`config.mk`:
```
export PLATFORM = sky130hd
export DESIGN_NAME = curtain_step_ctrl
export DESIGN_NICKNAME = d
export VERILOG_FILES = /design/src/rtl/curtain_pkg.sv /design/src/rtl/curtain_step_seq.sv /design/src/rtl/curtain_step_ctrl.sv
export SDC_FILE = /design/constraint.sdc
export NUM_CORES = 1
export LEC_CHECK = 0
export ABC_AREA = 1
export ABC_CLOCK_PERIOD_IN_PS = 5300
export CELL_PAD_IN_SITES_DETAIL_PLACEMENT = 2
export CELL_PAD_IN_SITES_GLOBAL_PLACEMENT = 2
export CORE_MARGIN = 4
export CORE_UTILIZATION = 39
export CTS_CLUSTER_SIZE = 40
export DETAILED_ROUTE_END_ITERATION = 6
export PLACE_DENSITY_LB_ADDON = 0.1
export RECOVER_POWER = 50
export SLEW_MARGIN = 20
export SYNTH_ARGS = -nofsm -noshare
export SYNTH_HDL_FRONTEND = slang
export SYNTH_SLANG_ARGS = --single-unit
```
`constraint.sdc`:
```
create_clock -name clk -period 5.3 [get_ports clk]
set_clock_uncertainty 0.1 [all_clocks]
set_input_delay 1.325 -clock clk [delete_from_list [all_inputs] [get_ports clk]]
set_output_delay 1.325 -clock clk [all_outputs]
set_load 0.02 [all_outputs]
```
`src/rtl/curtain_pkg.sv`:
```
// Shared definitions for the light-controlled curtain stepper controller:
// FSM encoding, direction constants and default parameter values.
package curtain_pkg;

    typedef enum logic [1:0] {
        ST_IDLE      = 2'd0,
        ST_AUTO_MOVE = 2'd1,
        ST_MANUAL    = 2'd2
    } state_t;

    localparam logic DIR_OPEN  = 1'b1;
    localparam logic DIR_CLOSE = 1'b0;

    localparam int DEF_DATA_W         = 8;
    localparam int DEF_SAMPLE_DIV     = 40_000_000;
    localparam int DEF_STEP_DIV       = 50_000;
    localparam int DEF_DEADBAND       = 4;
    localparam int DEF_STEPS_PER_MOVE = 64;
    localparam int DEF_MAX_POS        = 2048;

    localparam logic [3:0] PHASE_INIT = 4'b0001;

    // True when the travel limit in direction d has already been reached.
    function automatic logic limit_hit(input logic d, input logic at_open, input logic at_closed);
        return (d == DIR_OPEN) ? at_open : at_closed;
    endfunction

endpackage

```
`src/rtl/curtain_step_seq.sv`:
```
// Step divider, one-hot phase rotation and limited up/down position counter.
// Steps only while run is high; clr restarts the divider on a new move.
module curtain_step_seq
    import curtain_pkg::*;
#(
    parameter int STEP_DIV = DEF_STEP_DIV,
    parameter int MAX_POS  = DEF_MAX_POS,
    parameter int POS_W    = $clog2(MAX_POS + 1)
) (
    input  logic             clk,
    input  logic             rst,
    input  logic             run,
    input  logic             dir,
    input  logic             clr,
    output logic             tick,
    output logic [3:0]       phase_reg,
    output logic [POS_W-1:0] pos,
    output logic             lim_open,
    output logic             lim_closed
);
    localparam int               DIV_W    = (STEP_DIV > 1) ? $clog2(STEP_DIV) : 1;
    localparam logic [DIV_W-1:0] DIV_LAST = DIV_W'(STEP_DIV - 1);
    localparam logic [POS_W-1:0] POS_MAX  = POS_W'(MAX_POS);

    logic [DIV_W-1:0] div_reg;
    logic [POS_W-1:0] pos_reg;
    logic             blocked;

    assign pos        = pos_reg;
    assign lim_open   = (pos_reg == POS_MAX);
    assign lim_closed = (pos_reg == '0);

    // A tick that would run past either end stop is swallowed here as well,
    // so the counter can never wrap even if the FSM is a cycle late.
    assign blocked = limit_hit(dir, lim_open, lim_closed);
    assign tick    = run && !clr && (div_reg == DIV_LAST) && !blocked;

    always_ff @(posedge clk or posedge rst) begin
        if (rst) begin
            div_reg   <= '0;
            phase_reg <= PHASE_INIT;
            pos_reg   <= '0;
        end else begin
            if (!run || clr || (div_reg == DIV_LAST)) begin
                div_reg <= '0;
            end else begin
                div_reg <= div_reg + DIV_W'(1);
            end

            if (tick) begin
                if (dir == DIR_OPEN) begin
                    phase_reg <= {phase_reg[2:0], phase_reg[3]};
                    pos_reg   <= pos_reg + POS_W'(1);
                end else begin
                    phase_reg <= {phase_reg[0], phase_reg[3:1]};
                    pos_reg   <= pos_reg - POS_W'(1);
                end
            end
        end
    end

endmodule

```
`src/rtl/curtain_step_ctrl.sv`:
```
// Curtain stepper controller top: periodic light sampling, deadband
// comparison of consecutive samples, and the IDLE/AUTO_MOVE/MANUAL FSM.
module curtain_step_ctrl
    import curtain_pkg::*;
#(
    parameter int DATA_W         = DEF_DATA_W,
    parameter int SAMPLE_DIV     = DEF_SAMPLE_DIV,
    parameter int STEP_DIV       = DEF_STEP_DIV,
    parameter int DEADBAND       = DEF_DEADBAND,
    parameter int STEPS_PER_MOVE = DEF_STEPS_PER_MOVE,
    parameter int MAX_POS        = DEF_MAX_POS
) (
    input  logic                         clk,
    input  logic                         rst,
    input  logic                         auto_en,
    input  logic [DATA_W-1:0]            data_in,
    input  logic                         man_open,
    input  logic                         man_close,
    output logic [3:0]                   phase,
    output logic [$clog2(MAX_POS+1)-1:0] pos,
    output logic                         moving,
    output logic                         dir,
    output logic                         lim_open,
    output logic                         lim_closed
);
    localparam int                    POS_W      = $clog2(MAX_POS + 1);
    localparam int                    SAMP_W     = $clog2(SAMPLE_DIV);
    localparam logic [SAMP_W-1:0]     SAMP_LAST  = SAMP_W'(SAMPLE_DIV - 1);
    localparam int                    STEP_CNT_W = $clog2(STEPS_PER_MOVE + 1);
    localparam logic [STEP_CNT_W-1:0] STEP_LOAD  = STEP_CNT_W'(STEPS_PER_MOVE);
    localparam logic signed [DATA_W:0] DB_POS    = (DATA_W + 1)'(DEADBAND);
    localparam logic signed [DATA_W:0] DB_NEG    = -DB_POS;

    state_t                  state_reg, state_next;
    logic                    dir_reg, dir_next;
    logic [STEP_CNT_W-1:0]   step_cnt_reg, step_cnt_next;
    logic [SAMP_W-1:0]       samp_cnt_reg;
    logic [DATA_W-1:0]       cur_reg, prev_reg;
    logic [1:0]              samples_reg;
    logic                    sample_vld_reg, fault_reg;
    logic signed [DATA_W:0]  diff;
    logic                    auto_req, req_dir, man_req, man_dir;
    logic                    run, clr, tick;
    logic [3:0]              phase_reg;

    // Free-running sample timer; samples_reg saturates at 2 so a decision
    // is only ever made from two real samples.
    always_ff @(posedge clk or posedge rst) begin
        if (rst) begin
            samp_cnt_reg   <= '0;
            cur_reg        <= '0;
            prev_reg       <= '0;
            samples_reg    <= '0;
            sample_vld_reg <= 1'b0;
            fault_reg      <= 1'b0;
        end else begin
            sample_vld_reg <= 1'b0;
            if (samp_cnt_reg == SAMP_LAST) begin
                samp_cnt_reg   <= '0;
                prev_reg       <= cur_reg;
                cur_reg        <= data_in;
                fault_reg      <= (data_in == '0);
                sample_vld_reg <= 1'b1;
                if (samples_reg != 2'd2) begin
                    samples_reg <= samples_reg + 2'd1;
                end
            end else begin
                samp_cnt_reg <= samp_cnt_reg + SAMP_W'(1);
            end
        end
    end

    assign diff     = $signed({1'b0, cur_reg}) - $signed({1'b0, prev_reg});
    assign auto_req = sample_vld_reg && (samples_reg == 2'd2) && !fault_reg
                      && ((diff > DB_POS) || (diff < DB_NEG));
    assign req_dir  = (diff > DB_POS) ? DIR_CLOSE : DIR_OPEN;
    assign man_req  = man_open ^ man_close;
    assign man_dir  = man_open ? DIR_OPEN : DIR_CLOSE;

    always_comb begin
        state_next    = state_reg;
        dir_next      = dir_reg;
        step_cnt_next = step_cnt_reg;
        case (state_reg)
            ST_IDLE: begin
                if (man_req && !limit_hit(man_dir, lim_open, lim_closed)) begin
                    state_next = ST_MANUAL;
                    dir_next   = man_dir;
                end else if (auto_req && auto_en && !limit_hit(req_dir, lim_open, lim_closed)) begin
                    state_next    = ST_AUTO_MOVE;
                    dir_next      = req_dir;
                    step_cnt_next = STEP_LOAD;
                end
            end
            ST_AUTO_MOVE: begin
                if (man_req) begin
                    state_next = ST_MANUAL;
                    dir_next   = man_dir;
                end else if ((step_cnt_reg == '0) || limit_hit(dir_reg, lim_open, lim_closed)) begin
                    state_next = ST_IDLE;
                end else if (tick) begin
                    step_cnt_next = step_cnt_reg - STEP_CNT_W'(1);
                end
            end
            ST_MANUAL: begin
                if (!man_req || limit_hit(man_dir, lim_open, lim_closed)) begin
                    state_next = ST_IDLE;
                end else begin
                    dir_next = man_dir;
                end
            end
            default: state_next = ST_IDLE;
        endcase
    end

    always_ff @(posedge clk or posedge rst) begin
        if (rst) begin
            state_reg    <= ST_IDLE;
            dir_reg      <= DIR_CLOSE;
            step_cnt_reg <= '0;
        end else begin
            state_reg    <= state_next;
            dir_reg      <= dir_next;
            step_cnt_reg <= step_cnt_next;
        end
    end

    // Restart the step divider whenever a move starts or changes direction.
    assign run = (state_reg != ST_IDLE);
    assign clr = (state_next != ST_IDLE) && ((state_next != state_reg) || (dir_next != dir_reg));

    curtain_step_seq #(
        .STEP_DIV (STEP_DIV),
        .MAX_POS  (MAX_POS),
        .POS_W    (POS_W)
    ) u_step_seq (
        .clk        (clk),
        .rst        (rst),
        .run        (run),
        .dir        (dir_reg),
        .clr        (clr),
        .tick       (tick),
        .phase_reg  (phase_reg),
        .pos        (pos),
        .lim_open   (lim_open),
        .lim_closed (lim_closed)
    );

    assign moving = run;
    assign dir    = dir_reg;
    assign phase  = run ? phase_reg : 4'b0000;

endmodule

```
==> reports/metrics.csv <==
stage,metric,value,unit
placement,portBuffers,32,
outcome,violations,"max-capacitance violations, max-slew violations",
route,drtPass1Iterations,4,
synth,synth_most_common_cell,nand2_1,
synth,syn_avg_cell_area,7.84,um^2
sta,max-slew-margin-rel,-17.1,%
synth,yosys_register_bits,88,
placement,gp_congestion,0.764,
synth,synth_area_leaders,"dfrtp_1 (40%), nand2_1 (9.4%), inv_1 (7.6%)",
placement,place_hpwl,11700,um
synth,synthCells,690,
die,pin_count,33,
synth,synth_common_cells,"nand2_1 (135), inv_1 (110), dfrtp_1 (87), nor2_1 (84), nand3_1 (46)",
synth,ys_warn_count,0,
layout,synthToLayoutAreaGrowth,14.5,%
clock_tree,clkTransAtPathRegs,0.06,ns
sta,worst_pin_slew,1.76,ns
synth,synth-edff-count,0,
route,drt_first_iter_violations,178,
global_routing,grt_pass1_wl,28000,um
layout,fin_cells,910,
worst_setup_path,cp_data_arrival_time,4.02,ns
global_routing,overflow,0,
layout,drive_above_1_share,9.67,%
clock_tree,cts_setup_buffers,0,
route,antenna_left,0,
route,wl_per_cell,17.7,um
sta,whs,0.376,ns
placement,placed_cells,894,
worst_setup_path,worstSetupStartpointType,primary input,
synth,synth_area,5410,um^2
synth,synth_top_area_share,40.2,%
sta,setup_viol,0,
die,die_w,126,um
synth,ys_seq_area_share,40.7,%
clock_tree,hold_buffers,0,
die,fp.dieArea,15800,um^2
sta,clock.fmax,257,MHz
sta,layout_min_cycle_time,3.88,ns
route,vias,4748,
die,coreArea,13400,um^2
global_routing,grt_max_degree,43,
clock_tree,cts_root_buf,clkbuf_16,
power,cellPowerDensity,229,nW/um^2
flow_run,max-cap-violations,1,
layout,layout.nets,766,
route,drc_errors,0,
die,dieHeight,126,um
sta,hold_violations,0,
sta,fin_setup_tns,0,ns
die,start_util,40.4,%
global_routing,antenna_found_initial,0,
global_routing,grt_pass1_vias,5535,
sta,rsz0062_at_grt,no,
layout,fillers,1567,
worst_setup_path,crit_start,auto_en,
sta,fin_ws,1.42,ns
worst_setup_path,cp_max_fo,27,
die,row_count,42,
route,wl,16100,um
layout,n_antenna_cell,0,
worst_setup_path,r2r_setup_slack,1.74,ns
sta,drv_slew,32,
clock_tree,cts_buffers,9,
clock_tree,cts_buffer_depth,2,
global_routing,track_usage,21.6,%
synth,synthFlopType,dfrtp_1,
synth,synthArstFlopShare,100,%
clock_tree,htreeDepth,3,
placement,dp_slack,1.02,ns
worst_setup_path,crit_required,5.43,ns
outcome,status,finished with violations,
synth,ys_types,41,
clock_tree,cts_tree,built,
power,p_leak,2.98,nW
clock_tree,cts.sinks,88,
synth,syn-num-nets,727,
layout,largest_reg_flops,26,
sta,fin_crit_sh,73.3,%
worst_hold_path,min_from,samp_cnt_reg[0],
clock_tree,cts-resized-gates,0,
worst_setup_path,end_kind,register,
worst_setup_path,reg2reg_from,dir,
power,vdd.ir_drop.worst,178,uV
worst_hold_path,hp-class,reg -> reg,
synth,yosysTopAreaCell,dfrtp_1,
route,viasPerCell,5.22,
clock_tree,clk-insertion-delay-late,0.35,ns
worst_setup_path,criticalPathCategory,in -> reg,
power by group:
group	total, W	switching [W]	internal, W
logic	0.000125	0.0000844	0.0000405
clock network	0.000613	0.000272	0.000341
registers	0.000682	0.00000685	0.000675
total	0.00142	0.000363	0.00106
critical path, cell delays in order:
cell	delay, ns
clkdlybuf4s50_1	0.45
nand2_1	0.05
nor3b_1	0.63
nand4_1	0.17
nor2_1	0.14
nor2_1	0.07
nand2_2	0.09
nand2_2	0.07
nand3_2	0.09
nand3_2	0.12
a21oi_4	0.23
nand2_4	0.27
o21ai_0	0.24
nand2_1	0.08
per-layer routing:
layer  track usage [%]  routed length [um]  vias up
met4              7.57                 389        0
met5                 0                   0        -
li1                  -                   -     2280
met1              25.7                6900     2371
met3              3.30                 371       35
met2              39.5                8430       62
logic make-up (layout without fill, tap and decap cells):
kind of cell	count (synthesis)	after routing	share of synthesized area, %
AOI/OAI and AO/OA	81	81	9.29
xor gates and xnor gates	34	34	5.50
DFF	88	88	40.7
buffers and inverters	117	161	8.53
and+or+nand+nor	346	346	30.1
adders and majority gates	24	24	5.83
cells in the final DEF, fill, tap and decap left out, types with 3 or more instances in the layout:
cell type,Yosys,routed
clkdlybuf4s50_1,0,31
clkinv_2,0,4
inv_1,110,109
nand3_1,46,46
clkbuf_1,4,3
xor2_1,26,26
clkbuf_16,0,9
or2_2,3,3
xnor2_1,8,8
nand2_2,17,17
nor2_1,84,84
ha_1,22,22
nor4_1,8,8
nand3_2,6,6
dfrtp_1,87,87
o21ai_2,12,12
nor3b_1,7,7
nand4_1,9,9
o21ai_0,31,31
nand2_1,135,135
nor3_2,3,3
nor3_1,17,17
a21oi_1,25,25
layout make-up:
class                      instances  area [um^2]  area share [%]
multi-input combinational        485         2750            44.3
sequential                        88         2200            35.6
tap                              176          220            3.55
clock buffer                      12          256            4.14
timing repair buffer              35          335            5.41
clock inverter                     4         20.0           0.323
inverter                         110          414            6.68
worst paths after layout:
kind | to | cells past startpoint
setup / recovery | u_step_seq.pos[11] | 14
hold / removal | samp_cnt_reg[0] | 1
setup reg to reg | u_step_seq.pos[11] | 17
hold reg to reg | samp_cnt_reg[0] | 1
max in group asynchronous | step_cnt_reg[4] | 3
min in group asynchronous | samp_cnt_reg[14] | 2
per-stage QoR:
stage | utilization, % | power, W | instance area (um^2)
2_1_floorplan | - | 0.000779 | 5410
3_3_place_gp | 44.2 | 0.000812 | 5930
3_5_place_dp | 44.2 | 0.000820 | 5930
4_1_cts | 46.3 | 0.00144 | 6200
5_1_grt | 46.2 | 0.00148 | 6200
6_report | 46.2 | 0.00142 | 6200
No activity file was read; power rests on OpenSTA's default activity.
